File: config.mk
export PLATFORM = sky130hd
export DESIGN_NAME = rv_mtimer_flat
export DESIGN_NICKNAME = d
export VERILOG_FILES = /design/src/rtl/rv_mtimer_if.sv /design/src/rtl/rv_mtimer.sv /design/src/flat_wrapper.sv
export SDC_FILE = /design/constraint.sdc
export NUM_CORES = 1
export LEC_CHECK = 0
export BUFFER_PORTS_ARGS = -buffer_cell sky130_fd_sc_hd__buf_4
export CAP_MARGIN = 20
export CORE_UTILIZATION = 45
export DETAILED_ROUTE_END_ITERATION = 8
export PLACE_DENSITY = 0.73
export SLEW_MARGIN = 10
export SYNTH_ARGS = -nofsm -noshare
export SYNTH_HDL_FRONTEND = slang
export SYNTH_SLANG_ARGS = --single-unit
export TNS_END_PERCENT = 1
File: constraint.sdc
create_clock -name clk -period 4.1 [get_ports clk]
set_input_delay 0.41 -clock clk [delete_from_list [all_inputs] [get_ports clk]]
set_output_delay 0.41 -clock clk [all_outputs]
set_load 0.01 [all_outputs]
File: src/rtl/rv_mtimer_if.sv
// Data-memory bus between the core (master) and the machine-timer peripheral (slave).
// Handshake: a request (sel & (mem_read_mem | mem_write_mem)) seen while the slave is idle is
// accepted that cycle; stall_pipl is its combinational acknowledgement, the store lands and the
// load data is registered at the closing edge, and the following cycle ignores all bus inputs.
interface rv_mtimer_if;
  logic        sel;
  logic [31:0] mem_addr_mem;
  logic [31:0] mem_wdata_mem;
  logic        mem_write_mem;
  logic        mem_read_mem;
  logic [2:0]  mem_op_mem;
  logic [31:0] mem_rdata_mem;
  logic        stall_pipl;

  modport master (
    output sel, mem_addr_mem, mem_wdata_mem, mem_write_mem, mem_read_mem, mem_op_mem,
    input  mem_rdata_mem, stall_pipl
  );

  modport slave (
    input  sel, mem_addr_mem, mem_wdata_mem, mem_write_mem, mem_read_mem, mem_op_mem,
    output mem_rdata_mem, stall_pipl
  );
endinterface

File: src/rtl/rv_mtimer.sv
// Machine timer: 64-bit mtime/mtimecmp behind the data-memory bus, level timer_int on mtime >= mtimecmp.
// Optional clock divisor enabled by defining RV_MTIMER_PRESCALE_EN.
module rv_mtimer #(
  parameter int PRESCALE_W = 16
) (
  input  logic       clk,
  input  logic       reset,
  rv_mtimer_if.slave bus,
  output logic       timer_int,
  output logic       fsm_state
);

  typedef enum logic {IDLE = 1'b0, ACK = 1'b1} state_t;

  state_t      state, state_next;
  logic        accept;
  logic [63:0] mtime, mtimecmp;
  logic [1:0]  ctrl;
  logic [31:0] rdata;
  logic        tick, hit;
  logic [2:0]  idx;
  logic [1:0]  off;
  logic        op_ok, aligned, access_ok, store_en;
  logic [3:0]  byte_mask;
  logic [31:0] rd_word, shifted, load_data, wdata_lane, merged, prescale_word;
  logic        unused_addr;

  assign idx         = bus.mem_addr_mem[4:2];
  assign off         = bus.mem_addr_mem[1:0];
  assign unused_addr = ^bus.mem_addr_mem[31:5];

  always_comb begin
    state_next = state;
    accept     = 1'b0;
    case (state)
      IDLE: if (bus.sel && (bus.mem_read_mem || bus.mem_write_mem)) begin
        accept     = 1'b1;
        state_next = ACK;
      end
      ACK:     state_next = IDLE;
      default: state_next = IDLE;
    endcase
  end

  always_ff @(posedge clk) begin
    if (reset) state <= IDLE;
    else       state <= state_next;
  end

  assign bus.stall_pipl = accept & ~reset;
  assign fsm_state      = (state == ACK);

  // Size and alignment decode shared by loads and stores.
  always_comb begin
    op_ok     = 1'b0;
    aligned   = 1'b0;
    byte_mask = 4'b0000;
    case (bus.mem_op_mem)
      3'b000, 3'b100: begin
        op_ok     = 1'b1;
        aligned   = 1'b1;
        byte_mask = 4'b0001 << off;
      end
      3'b001, 3'b101: begin
        op_ok     = 1'b1;
        aligned   = ~off[0];
        byte_mask = 4'b0011 << off;
      end
      3'b010: begin
        op_ok     = 1'b1;
        aligned   = (off == 2'd0);
        byte_mask = 4'b1111;
      end
      default: ;
    endcase
  end

  assign access_ok = op_ok & aligned;
  assign store_en  = accept & bus.mem_write_mem & access_ok;
  assign hit       = (mtime >= mtimecmp);

`ifdef RV_MTIMER_PRESCALE_EN
  logic [PRESCALE_W-1:0] prescale, pcnt;

  assign tick          = ctrl[0] && (pcnt == prescale);
  assign prescale_word = 32'(prescale);

  always_ff @(posedge clk) begin
    if (reset) begin
      prescale <= '0;
      pcnt     <= '0;
    end else begin
      if (store_en && idx == 3'd5) prescale <= merged[PRESCALE_W-1:0];
      if (ctrl[0]) pcnt <= tick ? '0 : pcnt + 1'b1;
    end
  end
`else
  assign tick          = ctrl[0];
  assign prescale_word = 32'd0;
`endif

  always_comb begin
    rd_word = 32'd0;
    case (idx)
      3'd0:    rd_word = mtime[31:0];
      3'd1:    rd_word = mtime[63:32];
      3'd2:    rd_word = mtimecmp[31:0];
      3'd3:    rd_word = mtimecmp[63:32];
      3'd4:    rd_word = {30'd0, ctrl};
      3'd5:    rd_word = prescale_word;
      3'd6:    rd_word = {31'd0, hit};
      default: rd_word = 32'd0;
    endcase
  end

  assign shifted = rd_word >> {off, 3'b000};

  always_comb begin
    load_data = 32'd0;
    if (access_ok) begin
      case (bus.mem_op_mem)
        3'b000:  load_data = {{24{shifted[7]}}, shifted[7:0]};
        3'b100:  load_data = {24'd0, shifted[7:0]};
        3'b001:  load_data = {{16{shifted[15]}}, shifted[15:0]};
        3'b101:  load_data = {16'd0, shifted[15:0]};
        3'b010:  load_data = rd_word;
        default: load_data = 32'd0;
      endcase
    end
  end

  // Store data is moved onto its lanes and merged over the current register word.
  assign wdata_lane = bus.mem_wdata_mem << {off, 3'b000};

  always_comb begin
    merged = rd_word;
    for (int i = 0; i < 4; i++) begin
      if (byte_mask[i]) merged[8*i +: 8] = wdata_lane[8*i +: 8];
    end
  end

  always_ff @(posedge clk) begin
    if (reset) begin
      mtime     <= 64'd0;
      mtimecmp  <= '1;
      ctrl      <= 2'b00;
      rdata     <= 32'd0;
      timer_int <= 1'b0;
    end else begin
      // A store to either mtime half wins over a coincident tick; no carry into the other half.
      if (store_en && idx == 3'd0)      mtime <= {mtime[63:32], merged};
      else if (store_en && idx == 3'd1) mtime <= {merged, mtime[31:0]};
      else if (tick)                    mtime <= mtime + 64'd1;
      if (store_en && idx == 3'd2) mtimecmp[31:0]  <= merged;
      if (store_en && idx == 3'd3) mtimecmp[63:32] <= merged;
      if (store_en && idx == 3'd4) ctrl <= merged[1:0];
      if (accept && bus.mem_read_mem) rdata <= load_data;
      timer_int <= ctrl[1] & hit;
    end
  end

  assign bus.mem_rdata_mem = rdata;

endmodule

File: src/flat_wrapper.sv
// flat-port wrapper written by rule: the top's interface ports become plain ports
module rv_mtimer_flat 
#(
  parameter int PRESCALE_W = 16
)
  (clk, reset, timer_int, fsm_state, bus_sel, bus_mem_addr_mem, bus_mem_wdata_mem, bus_mem_write_mem, bus_mem_read_mem, bus_mem_op_mem, bus_mem_rdata_mem, bus_stall_pipl);
  rv_mtimer_if bus_i ();
  input  logic clk;
  input  logic reset;
  output logic timer_int;
  output logic fsm_state;
  input wire logic [$bits(bus_i.sel)-1:0] bus_sel;
  input wire logic [$bits(bus_i.mem_addr_mem)-1:0] bus_mem_addr_mem;
  input wire logic [$bits(bus_i.mem_wdata_mem)-1:0] bus_mem_wdata_mem;
  input wire logic [$bits(bus_i.mem_write_mem)-1:0] bus_mem_write_mem;
  input wire logic [$bits(bus_i.mem_read_mem)-1:0] bus_mem_read_mem;
  input wire logic [$bits(bus_i.mem_op_mem)-1:0] bus_mem_op_mem;
  output wire logic [$bits(bus_i.mem_rdata_mem)-1:0] bus_mem_rdata_mem;
  output wire logic [$bits(bus_i.stall_pipl)-1:0] bus_stall_pipl;
  assign bus_i.sel = bus_sel;
  assign bus_i.mem_addr_mem = bus_mem_addr_mem;
  assign bus_i.mem_wdata_mem = bus_mem_wdata_mem;
  assign bus_i.mem_write_mem = bus_mem_write_mem;
  assign bus_i.mem_read_mem = bus_mem_read_mem;
  assign bus_i.mem_op_mem = bus_mem_op_mem;
  assign bus_mem_rdata_mem = bus_i.mem_rdata_mem;
  assign bus_stall_pipl = bus_i.stall_pipl;
  rv_mtimer #(.PRESCALE_W(PRESCALE_W)) u_core (.clk(clk), .reset(reset), .bus(bus_i), .timer_int(timer_int), .fsm_state(fsm_state));
endmodule
======== Word-level counts from Yosys, hierarchy flattened ========
Cells that the tools add are included.
word-level totals
  bits of input ports ..................... 72
  logic and storage cells ................. 67
  bits in registers ....................... 164
cells by class
  muxes and demuxes ....................... 16
  reductions and logical operators ........ 18
  equality and inequality tests ........... 10
  add/subtract/negate cells ............... 1
  bitwise gates (word level) .............. 9
  shift operators ......................... 4
  $lt $le $gt $ge ......................... 1
operators with widths
  cell                                                                    number
  32-bit case mux with 6 select lines                                     1
  32-bit case mux with 5 select lines                                     1
  64-bit 2-to-1 mux                                                       2
  64-bit by 1-bit adder with 64-bit output (second input constant)        1
  64-bit >= comparator                                                    1
  32-bit 2-to-1 mux                                                       2
  8-bit 2-to-1 mux                                                        4
  32-bit by 5-bit << shifter with 32-bit output                           1
  32-bit by 5-bit >> shifter with 16-bit output                           1
  3-bit equality test (second input constant)                             4
  4-bit case mux with 3 select lines                                      1
  3-bit by 2-bit equality test with 1-bit output (second input constant)  3
  1-bit logical AND                                                       7
  3-bit by 1-bit equality test with 1-bit output (second input constant)  2
  3-bit zero test                                                         2
  1-bit AND                                                               5
  5-bit OR reduction                                                      1
  1-bit NOT                                                               4
  2-bit AND reduction                                                     2
  2-bit nonzero test                                                      2
  2-bit OR reduction                                                      2
  1-bit by 2-bit << shifter with 4-bit output (first input constant)      1
  2-bit by 2-bit << shifter with 4-bit output (first input constant)      1
  1-bit 2-to-1 mux                                                        3
  5 further kinds                                                         5

======== Longest topological paths before layout ========
Gate-level depths: netlist (run 1).
  depth after elaboration ................. 9
  depth in mapped cells ................... 11
  gate-level depth less buffers ........... 10

======== Least setup slack after synthesis (run 1) ========
OpenSTA, ideal clock, no wires.
  kind .................................... input to register
  start point ............................. input port bus_mem_addr_mem[1]
  end point ............................... register u_core.mtime[35]
  stages on the path ...................... 10
  arrival time ............................ 2.444 ns
  buffers on the path ..................... 2
  path slack .............................. 1.529 ns
  required time ........................... 3.972 ns
  path through ............................ buf_2 -> o31a_1 -> o22a_1 -> nor4_2 -> nor2_1 -> nor2_1 -> clkbuf_1 -> o21ai_0 -> a221oi_1 -> nor2_1
between the ends
  longest elaborated chain between the ends .. 7
  elaborated cells between the ends (all ways) .. 15
RTL lines
  element                                                           line                                source
  start, declared                                                   flat_wrapper.sv:13                  input wire logic [$bits(bus_i.mem_addr_mem)-1:0] bus_mem_addr_mem;
  2-bit zero test                                                   rv_mtimer.sv:71                     aligned = (off == 2'd0);
  1-bit case mux with 3 select lines                                rv_mtimer.sv:58                     case (bus.mem_op_mem)
  1-bit AND                                                         rv_mtimer.sv:78                     assign access_ok = op_ok & aligned;
  1-bit AND                                                         rv_mtimer.sv:79                     assign store_en = accept & bus.mem_write_mem & access_ok;
  1-bit logical AND (on tied branches)                              rv_mtimer.sv:152, rv_mtimer.sv:151
  2-bit nonzero test (no source line) or 1-bit NOT (tied branches)  -
  2-bit AND reduction (no source line)                              -
  end signal, assigned                                              rv_mtimer.sv:151                    if (store_en && idx == 3'd0) mtime <= {mtime[63:32], merged};
  end signal, assigned                                              rv_mtimer.sv:152                    else if (store_en && idx == 3'd1) mtime <= {merged, mtime[31:0]};
  end signal, assigned                                              rv_mtimer.sv:153                    else if (tick) mtime <= mtime + 64'd1;
  end, declared                                                     rv_mtimer.sv:17                     logic [63:0] mtime, mtimecmp;
Several ways; a longest one is shown, not always the timed one. The select of a mux whose other input is x is not followed.
A chain may end at the register's enable or synchronous reset.

======== Worst setup path after layout (run 1) ========
  start point ............................. register u_core.mtime[13]
  end point ............................... register u_core.mtime[32]
between the ends
  longest elaborated chain between the ends .. 4
  elaborated cells between the ends (all ways) .. 6
RTL lines
  element                              line              source
  64-bit >= comparator                 rv_mtimer.sv:80   assign hit = (mtime >= mtimecmp);
  32-bit case mux with 6 select lines  rv_mtimer.sv:104  case (idx)
  8-bit 2-to-1 mux                     rv_mtimer.sv:138  if (byte_mask[i]) merged[8*i +: 8] = wdata_lane[8*i +: 8];
  64-bit 2-to-1 mux (*)                rv_mtimer.sv:152
Mark *: on every way between the ends. The rest lies on a longest branch, timed or not. The select of a mux whose other input is x is not followed.

==> results_tabular.tex, run 1 <==
\begin{tabular}{lr}
\hline
Metric & Value \\
\hline
\multicolumn{2}{l}{\textbf{Timing}} \\
\quad Setup TNS Final & 0 ns \\
\quad Tmin final & 3.31 ns \\
\quad Setup clock skew after layout & 0.00947 ns \\
\quad Fraction of the cycle the final worst path needs & 0.808 \\
\quad Setup-failing EPs final & 0 \\
\quad Min Hold Slack & 0.341 ns \\
\quad Max Transition Viols Final & 0 \\
\quad Timing-limited maximum frequency & 302 MHz \\
\quad Worst rel slew slack & 0.259 \\
\quad Measured slew at the worst slew-check pin & 1.11 ns \\
\quad Setup repair after global routing missed its margin & no \\
\quad Hold violation total from the final report & 0 \\
\multicolumn{2}{l}{\textbf{Synth}} \\
\quad Synthesized netlist net count & 1,568 \\
\quad Fraction of the yosys area taken by sequential cells & 0.299 \\
\quad Mapped Cells & 1,431 \\
\quad Number of synthesized flops with an enable pin & 0 \\
\quad Total number of yosys warnings & 0 \\
\quad Synthesized flop and latch total & 164 \\
\quad Fraction of registers with async set/reset & 0 \\
\quad Average cell area after synthesis & 7.66 um\^{}2 \\
\quad Mapped Area & 11,000 um\^{}2 \\
\quad Most used flip-flop cell after synthesis & sky130\_fd\_sc\_hd\_\_dfxtp\_1 \\
\quad Synth unique cells & 72 \\
\multicolumn{2}{l}{\textbf{Final layout}} \\
\quad Final cell count without fillers & 1,805 \\
\quad Area growth syn-to-layout & 14.0\% \\
\quad NumNets Final & 1,609 \\
\quad Share of final-layout standard cells stronger than drive strength 1 & 0.125 \\
\multicolumn{2}{l}{\textbf{Detailed routing}} \\
\quad Final routed wirelength across all metal layers & 38,900 um \\
\quad Number of DRC markers after the initial detailed-route iteration & 1,498 \\
\quad Via count normalized by instance count & 6.39 \\
\quad Number of remaining DRC errors & 0 \\
\quad Number of nets with antenna violations after detailed routing & 0 \\
\quad Vias & 11,500 \\
\quad Initial DRT Pass Iterations & 7 \\
\quad Detail-routed net length per standard cell & 21.5 um \\
\multicolumn{2}{l}{\textbf{Worst hold path}} \\
\quad Worst hold path type & in2reg \\
\quad Hold path start & bus\_mem\_wdata\_mem[0] \\
\multicolumn{2}{l}{\textbf{Worst setup path}} \\
\quad Max stage delay on crit path & 0.83 ns \\
\quad CP arrival & 3.59 ns \\
\quad Worst setup EP type & flop \\
\quad Critical path type & reg2reg \\
\quad Worst setup endpoint & u\_core.mtime[32]\$\_SDFFE\_PP0P\_ \\
\quad Endpoint of the most critical register-to-register path & u\_core.mtime[32]\$\_SDFFE\_PP0P\_ \\
\quad Data required time at the worst endpoint & 4.37 ns \\
\quad Library cell contributing the largest single delay on the critical path & sky130\_fd\_sc\_hd\_\_o41ai\_1 \\
\quad Setup slack of the worst register-to-register path & 0.79 ns \\
\quad Worst-path maximum fanout & 8 \\
\quad Sort of element at the start of the critical path & flop \\
\quad Number of cells on the worst reg-to-reg path & 9 \\
\quad R2R Path Start & u\_core.mtime[13]\$\_SDFFE\_PP0P\_ \\
\quad Worst-path cell chain & ha\_1, and4\_1, nand3\_1, a221o\_1, a31oi\_1, o41ai\_1, a21oi\_1, o21ai\_0, o311ai\_0 \\
\quad Crit path launch & u\_core.mtime[13]\$\_SDFFE\_PP0P\_ \\
\multicolumn{2}{l}{\textbf{Floorplan}} \\
\quad Height of the die & 158 um \\
\quad Number of standard-cell rows in the floorplan & 56 \\
\quad Count of boundary I/O pins & 107 \\
\quad Initial Utilization & 0.463 \\
\quad Die Outline Area & 25,000 um\^{}2 \\
\quad Die X & 158 um \\
\quad Placeable core region & 23,700 um\^{}2 \\
\multicolumn{2}{l}{\textbf{Place}} \\
\quad RePlAce Congestion & 0.989 \\
\quad Detailed Place HPWL & 28,300 um \\
\quad Port Buffers & 79 \\
\quad Number of cells in the design after placement & 1,770 \\
\multicolumn{2}{l}{\textbf{Clock tree}} \\
\quad Total number of clock tree sinks & 164 \\
\quad TritonCTS clock tree & done \\
\quad Clk buf depth & 2 \\
\quad Clk pin slew, worst setup/hold paths & 0.07 ns \\
\quad Clock insertion delay at the later pin of the skew report & 0.44 ns \\
\quad \# resized after CTS & 0 \\
\quad Post-CTS repair timing setup buffer count & 0 \\
\quad Maximum level of the CTS H-tree & 4 \\
\quad TritonCTS buffer count & 17 \\
\quad Root cell of the clock tree & sky130\_fd\_sc\_hd\_\_clkbuf\_16 \\
\quad Hold-fix buffer count after cts & 0 \\
\multicolumn{2}{l}{\textbf{Global route}} \\
\quad GRT busiest layer & met2 \\
\quad Global routing met2 resource utilization & 0.477 \\
\quad Via count of the first global-routing pass & 10,400 \\
\quad Overall fraction of global-route tracks in use & 0.312 \\
\quad Grt met1 use & 0.401 \\
\quad Grt met3 use & 0.0742 \\
\quad Largest net degree at the start of global routing & 98 \\
\quad Wire length of the first global-routing pass & 59,200 um \\
\quad Number of antenna violations at the first check in global routing & 1 \\
\quad Congestion Overflow GR & 0 \\
\multicolumn{2}{l}{\textbf{Power}} \\
\quad Maximum resistive drop on vdd & 0.000264 V \\
\quad Power per unit of standard cell area & 299 nW/um\^{}2 \\
\quad Leakage component of the power & 5.31 nW \\
\multicolumn{2}{l}{\textbf{Job}} \\
\quad Max\_cap viols & 0 \\
\multicolumn{2}{l}{\textbf{Outcome}} \\
\quad Status & finished clean \\
\hline
\end{tabular}
[where the power goes]
group	total, mW	internal [mW]	leakage (nW)	switching [mW]
sequential	1.62	1.61	1.33	0.0164
clock	1.60	0.853	0.281	0.743
combinational	0.513	0.165	3.70	0.348
total	3.73	2.63	5.31	1.11
[worst max-delay path: cells and delay by family (launching register included)]
kind	cells	cell delay, ns
adder cells (fa/ha/maj)	1	0.30
AO/OA/AOI/OAI	6	2.02
flip-flops	1	0.49
AND/OR/NAND/NOR	2	0.34
[placed cells by master (no fill, tap or decap), types with 8 or more instances in the layout]
cell	n
sky130_fd_sc_hd__o22ai_1	13
sky130_fd_sc_hd__a211oi_1	34
sky130_fd_sc_hd__nand2_1	122
sky130_fd_sc_hd__a221oi_1	28
sky130_fd_sc_hd__nor3_1	33
sky130_fd_sc_hd__a21oi_1	88
sky130_fd_sc_hd__and3_1	10
sky130_fd_sc_hd__xor2_1	10
sky130_fd_sc_hd__o21ai_0	99
sky130_fd_sc_hd__buf_4	122
sky130_fd_sc_hd__a22oi_1	19
sky130_fd_sc_hd__a31oi_1	24
sky130_fd_sc_hd__nand4_1	23
sky130_fd_sc_hd__xnor2_1	18
sky130_fd_sc_hd__mux2i_1	26
sky130_fd_sc_hd__mux2_2	10
sky130_fd_sc_hd__a211o_1	62
sky130_fd_sc_hd__nor4_1	12
sky130_fd_sc_hd__nor2_1	186
sky130_fd_sc_hd__nand3_1	34
sky130_fd_sc_hd__clkbuf_16	17
sky130_fd_sc_hd__nand2b_1	9
sky130_fd_sc_hd__ha_1	65
sky130_fd_sc_hd__inv_1	83
sky130_fd_sc_hd__nor2b_1	8
sky130_fd_sc_hd__o22a_1	9
sky130_fd_sc_hd__dfxtp_1	164
sky130_fd_sc_hd__a22o_1	36
[metrics by stage]
| step | instance area, um^2 | power (mW) | utilization | setup WS, ns |
|---|---|---|---|---|
| floorplan | 11000 | 1.94 | - | 1.53 |
| global placement | 11900 | 2.14 | 0.503 | 0.918 |
| detailed placement | 11900 | 2.15 | 0.503 | 0.815 |
| CTS | 12500 | 3.72 | 0.527 | 0.921 |
| global route | 12500 | 3.84 | 0.528 | 0.701 |
| finish | 12500 | 3.73 | 0.528 | 0.786 |
[how the worst min path moves through the flow]
stage | end | slack [ns] | cells past startpoint
6_report | u_core.mtime[32]$_SDFFE_PP0P_ | 0.34 | 3
3_3_place_gp | u_core.bus.mem_rdata_mem[1]$_SDFFE_PP0P_ | 0.45 | 2
3_5_place_dp | u_core.bus.mem_rdata_mem[8]$_SDFFE_PP0P_ | 0.45 | 2
2_1_floorplan | u_core.mtimecmp[27]$_SDFFE_PP1P_ | 0.45 | 1
4_1_cts | u_core.mtime[32]$_SDFFE_PP0P_ | 0.32 | 3
5_1_grt | u_core.mtime[32]$_SDFFE_PP0P_ | 0.35 | 3
[flip-flops by register name (all words and copies together), names as in the netlist]
register and cells:
u_core.ctrl 2, u_core.bus.mem_rdata_mem 32, u_core.mtime 64, u_core.mtimecmp 64
u_core.timer_int 1, u_core.fsm_state 1
[kinds of logic after synthesis]
family / share of synthesized area
XOR/XNOR: 0.0224
AND/OR/NAND/NOR: 0.209
multiplexers: 0.0422
adder cells (fa/ha/maj): 0.0742
buffers and inverters: 0.0647
flip-flops: 0.299
AO/OA/AOI/OAI: 0.288
[routing by layer]
layer / part of all wire / vias to the layer above
met4: 0.052 / 0
met1: 0.41 / 5402
met3: 0.11 / 129
met2: 0.44 / 669
met5: 0 / -
li1: - / 5338
[cell usage after synthesis, drive strengths merged (4+ instances only)]
cell type  instances  area (um^2)
a211o             62          543
inv               83          312
clkbuf            79          299
nand3             35          188
nor4              14          100
and3              10         62.6
or4                4         30.0
mux4               4         90.1
mux2              10          113
and2               4         25.0
or2                4         25.0
nor3              34          170
a21oi             88          440
o22ai             13         81.3
and4               8         72.6
a31oi             24          150
nand4             23          144
a221oi            28          245
buf               21         95.1
xnor2             18          158
or3                6         37.5
nand2            125          472
nand2b             9         56.3
nor2             187          702
a22o              37          325
a311oi             4         35.0
dfxtp            164         3280
a22oi             19          143
o31ai              6         45.0
o21ai            103          515
a21o               6         45.0
mux2i             26          260
a211oi            34          255
o22a               9         78.8
xor2              10         87.6
nor2b              8         50.1
a221o              4         40.0
ha                65          813
nor3b              6         50.1
[layout make-up]
type | count | area, um^2
Antenna cell | 1 | 2.50
Tap cell | 319 | 399
Clock inverter | 15 | 146
Clock buffer | 17 | 425
Timing Repair Buffer | 122 | 916
Multi-Input combinational cell | 1083 | 7010
Inverter | 84 | 315
Sequential cell | 164 | 3280
Fill cell | 2242 | 11200
Note: power is estimated with default switching activity, not from simulation.
==> run 2: changes to the inputs <==
==> constraint.sdc (replaced) <==
create_clock -name clk -period 3.17 [get_ports clk]
set_input_delay 0.317 -clock clk [delete_from_list [all_inputs] [get_ports clk]]
set_output_delay 0.317 -clock clk [all_outputs]
set_load 0.01 [all_outputs]
==> results_tabular.tex, run 2 (synthesized netlist as in run 1, its figures left out) <==
\begin{tabular}{lr}
\hline
Metric & Value \\
\hline
\multicolumn{2}{l}{\textbf{Clock tree}} \\
\quad Post-CTS repair timing setup buffer count & 0 (unchanged) \\
\quad Clock insertion delay at the later pin of the skew report & 0.45 ns (about the same) \\
\quad Hold-fix buffer count after cts & 0 (unchanged) \\
\quad Root cell of the clock tree & sky130\_fd\_sc\_hd\_\_clkbuf\_16 \\
\quad Clk pin slew, worst setup/hold paths & 0.08 ns (about the same) \\
\quad TritonCTS buffer count & 17 (unchanged) \\
\quad Total number of clock tree sinks & 164 (unchanged) \\
\quad \# resized after CTS & 0 (unchanged) \\
\quad Maximum level of the CTS H-tree & 4 (unchanged) \\
\quad Clk buf depth & 2 (unchanged) \\
\quad TritonCTS clock tree & done \\
\multicolumn{2}{l}{\textbf{Detailed routing}} \\
\quad Via count normalized by instance count & 6.35 (-0.68\%) \\
\quad Final routed wirelength across all metal layers & 39,800 um (+2.5\%) \\
\quad Number of nets with antenna violations after detailed routing & 0 (unchanged) \\
\quad Number of remaining DRC errors & 0 (unchanged) \\
\quad Initial DRT Pass Iterations & 6 (-1) \\
\quad Number of DRC markers after the initial detailed-route iteration & 1,359 (-9.3\%) \\
\quad Detail-routed net length per standard cell & 21.3 um (-1.2\%) \\
\quad Vias & 11,900 (+3.0\%) \\
\multicolumn{2}{l}{\textbf{Global route}} \\
\quad Via count of the first global-routing pass & 10,900 (+4.3\%) \\
\quad Overall fraction of global-route tracks in use & 0.320 (+0.00803) \\
\quad Largest net degree at the start of global routing & 72 (-27\%) \\
\quad Wire length of the first global-routing pass & 60,900 um (+2.9\%) \\
\quad Congestion Overflow GR & 0 (unchanged) \\
\quad Number of antenna violations at the first check in global routing & 0 (-1) \\
\multicolumn{2}{l}{\textbf{Worst hold path}} \\
\quad Worst hold path type & in2reg \\
\multicolumn{2}{l}{\textbf{Place}} \\
\quad Port Buffers & 79 (unchanged) \\
\quad Number of cells in the design after placement & 1,840 (+4.0\%) \\
\quad Detailed Place HPWL & 29,400 um (+4.0\%) \\
\quad RePlAce Congestion & 1.03 (+4.6\%) \\
\multicolumn{2}{l}{\textbf{Power}} \\
\quad Total power & 5.07 mW (+36\%) \\
\quad Leakage component of the power & 5.69 nW (+7.2\%) \\
\quad Maximum resistive drop on vdd & 0.000254 V (-3.8\%) \\
\quad Power per unit of standard cell area & 387 nW/um\^{}2 (+29\%) \\
\multicolumn{2}{l}{\textbf{Final layout}} \\
\quad Share of final-layout standard cells stronger than drive strength 1 & 0.165 (+0.0396) \\
\quad Final cell count without fillers & 1,872 (+3.7\%) \\
\quad NumNets Final & 1,677 (+4.2\%) \\
\quad Most common cell after layout, fill and taps aside & sky130\_fd\_sc\_hd\_\_buf\_4 \\
\quad Commonest non-fill, non-tap cells in the layout & sky130\_fd\_sc\_hd\_\_buf\_4, sky130\_fd\_sc\_hd\_\_nor2\_1, sky130\_fd\_sc\_hd\_\_dfxtp\_1 \\
\quad Area growth syn-to-layout & 19.5\% \\
\quad N\_diodes & 0 (-1) \\
\multicolumn{2}{l}{\textbf{Floorplan}} \\
\quad Die Outline Area & 25,000 um\^{}2 (unchanged) \\
\quad Placeable core region & 23,700 um\^{}2 (unchanged) \\
\quad Number of standard-cell rows in the floorplan & 56 (unchanged) \\
\quad Initial Utilization & 0.463 (unchanged) \\
\quad Die X & 158 um (unchanged) \\
\quad Count of boundary I/O pins & 107 (unchanged) \\
\quad Height of the die & 158 um (unchanged) \\
\multicolumn{2}{l}{\textbf{Timing}} \\
\quad Max Transition Viols Final & 0 (unchanged) \\
\quad Hold violation total from the final report & 0 (unchanged) \\
\quad Measured slew at the worst slew-check pin & 1.12 ns (+0.0110 ns) \\
\quad Setup TNS Final & 0 ns (unchanged) \\
\quad Tmin final & 2.94 ns (-0.374 ns) \\
\quad Worst rel slew slack & 0.252 (-0.00734) \\
\quad Setup-failing EPs final & 0 (unchanged) \\
\quad Setup clock skew after layout & 0.0162 ns (+0.00669 ns) \\
\quad Setup repair after global routing missed its margin & no \\
\quad Fraction of the cycle the final worst path needs & 0.927 (+0.119) \\
\quad Timing-limited maximum frequency & 340 MHz (+13\%) \\
\multicolumn{2}{l}{\textbf{Worst setup path}} \\
\quad Worst setup EP type & flop \\
\quad CP arrival & 3.23 ns (-0.36 ns) \\
\quad Data required time at the worst endpoint & 3.46 ns (-0.91 ns) \\
\quad Sort of element at the start of the critical path & flop \\
\quad Critical path type & reg2reg \\
\quad Worst-path maximum fanout & 8 (unchanged) \\
\multicolumn{2}{l}{\textbf{Outcome}} \\
\quad Status & finished clean \\
\multicolumn{2}{l}{\textbf{Job}} \\
\quad Max\_cap viols & 0 (unchanged) \\
\hline
\end{tabular}
-- run 2: layout make-up --
cell class | count | area (um^2)
fill | 2210 | 10600
multi-input combinational | 1083 | 7020
sequential | 164 | 3280
timing repair buffer | 190 | 1460
clock buffer | 18 | 439
tap | 319 | 399
inverter | 84 | 315
clock inverter | 14 | 188
-- run 2: layer usage --
layer	vias to the layer above	global-route usage	routed length [um]
li1	5475	-	-
met3	151	0.0679	4040
met4	0	0.186	2230
met2	700	0.497	17200
met5	-	0	0
met1	5559	0.407	16400
-- run 2: worst paths after layout --
kind,start,end,slack (ns),cells past startpoint
max,u_core.mtime[27]$_SDFFE_PP0P_,u_core.mtime[58]$_SDFFE_PP0P_,0.23,8
min,bus_mem_wdata_mem[0],u_core.mtime[32]$_SDFFE_PP0P_,0.22,3
max reg2reg,u_core.mtime[27]$_SDFFE_PP0P_,u_core.mtime[58]$_SDFFE_PP0P_,0.23,8
min reg2reg,u_core.bus.mem_rdata_mem[10]$_SDFFE_PP0P_,u_core.bus.mem_rdata_mem[10]$_SDFFE_PP0P_,0.46,2
-- run 2: per-stage QoR --
step	hold WS (ns)	setup slack [ns]	cell area, um^2	utilization
after floorplan	0.449	0.633	11000	-
after global placement	0.445	0.149	12500	0.527
after detailed placement	0.452	0.146	12500	0.527
after CTS	0.229	0.138	13100	0.553
after global routing	0.255	0.0619	13100	0.553
final	0.218	0.230	13100	0.553
-- run 2: power by group --
part	switching, mW	internal [mW]	leakage [nW]
clock network	0.963	1.29	0.305
registers	0.0207	2.08	1.33
logic	0.464	0.255	4.06
total	1.45	3.62	5.69
-- run 2: worst max-delay path, cell delays in order, from the launching register on --
cell and delay [ns]:
sky130_fd_sc_hd__dfxtp_1 0.48, sky130_fd_sc_hd__and4_1 0.37, sky130_fd_sc_hd__nand4_1 0.28, sky130_fd_sc_hd__nor4_1 0.35, sky130_fd_sc_hd__buf_4 0.19, sky130_fd_sc_hd__nand3_1 0.29, sky130_fd_sc_hd__or4_1 0.56, sky130_fd_sc_hd__a21oi_1 0.17
sky130_fd_sc_hd__nor3_1 0.08
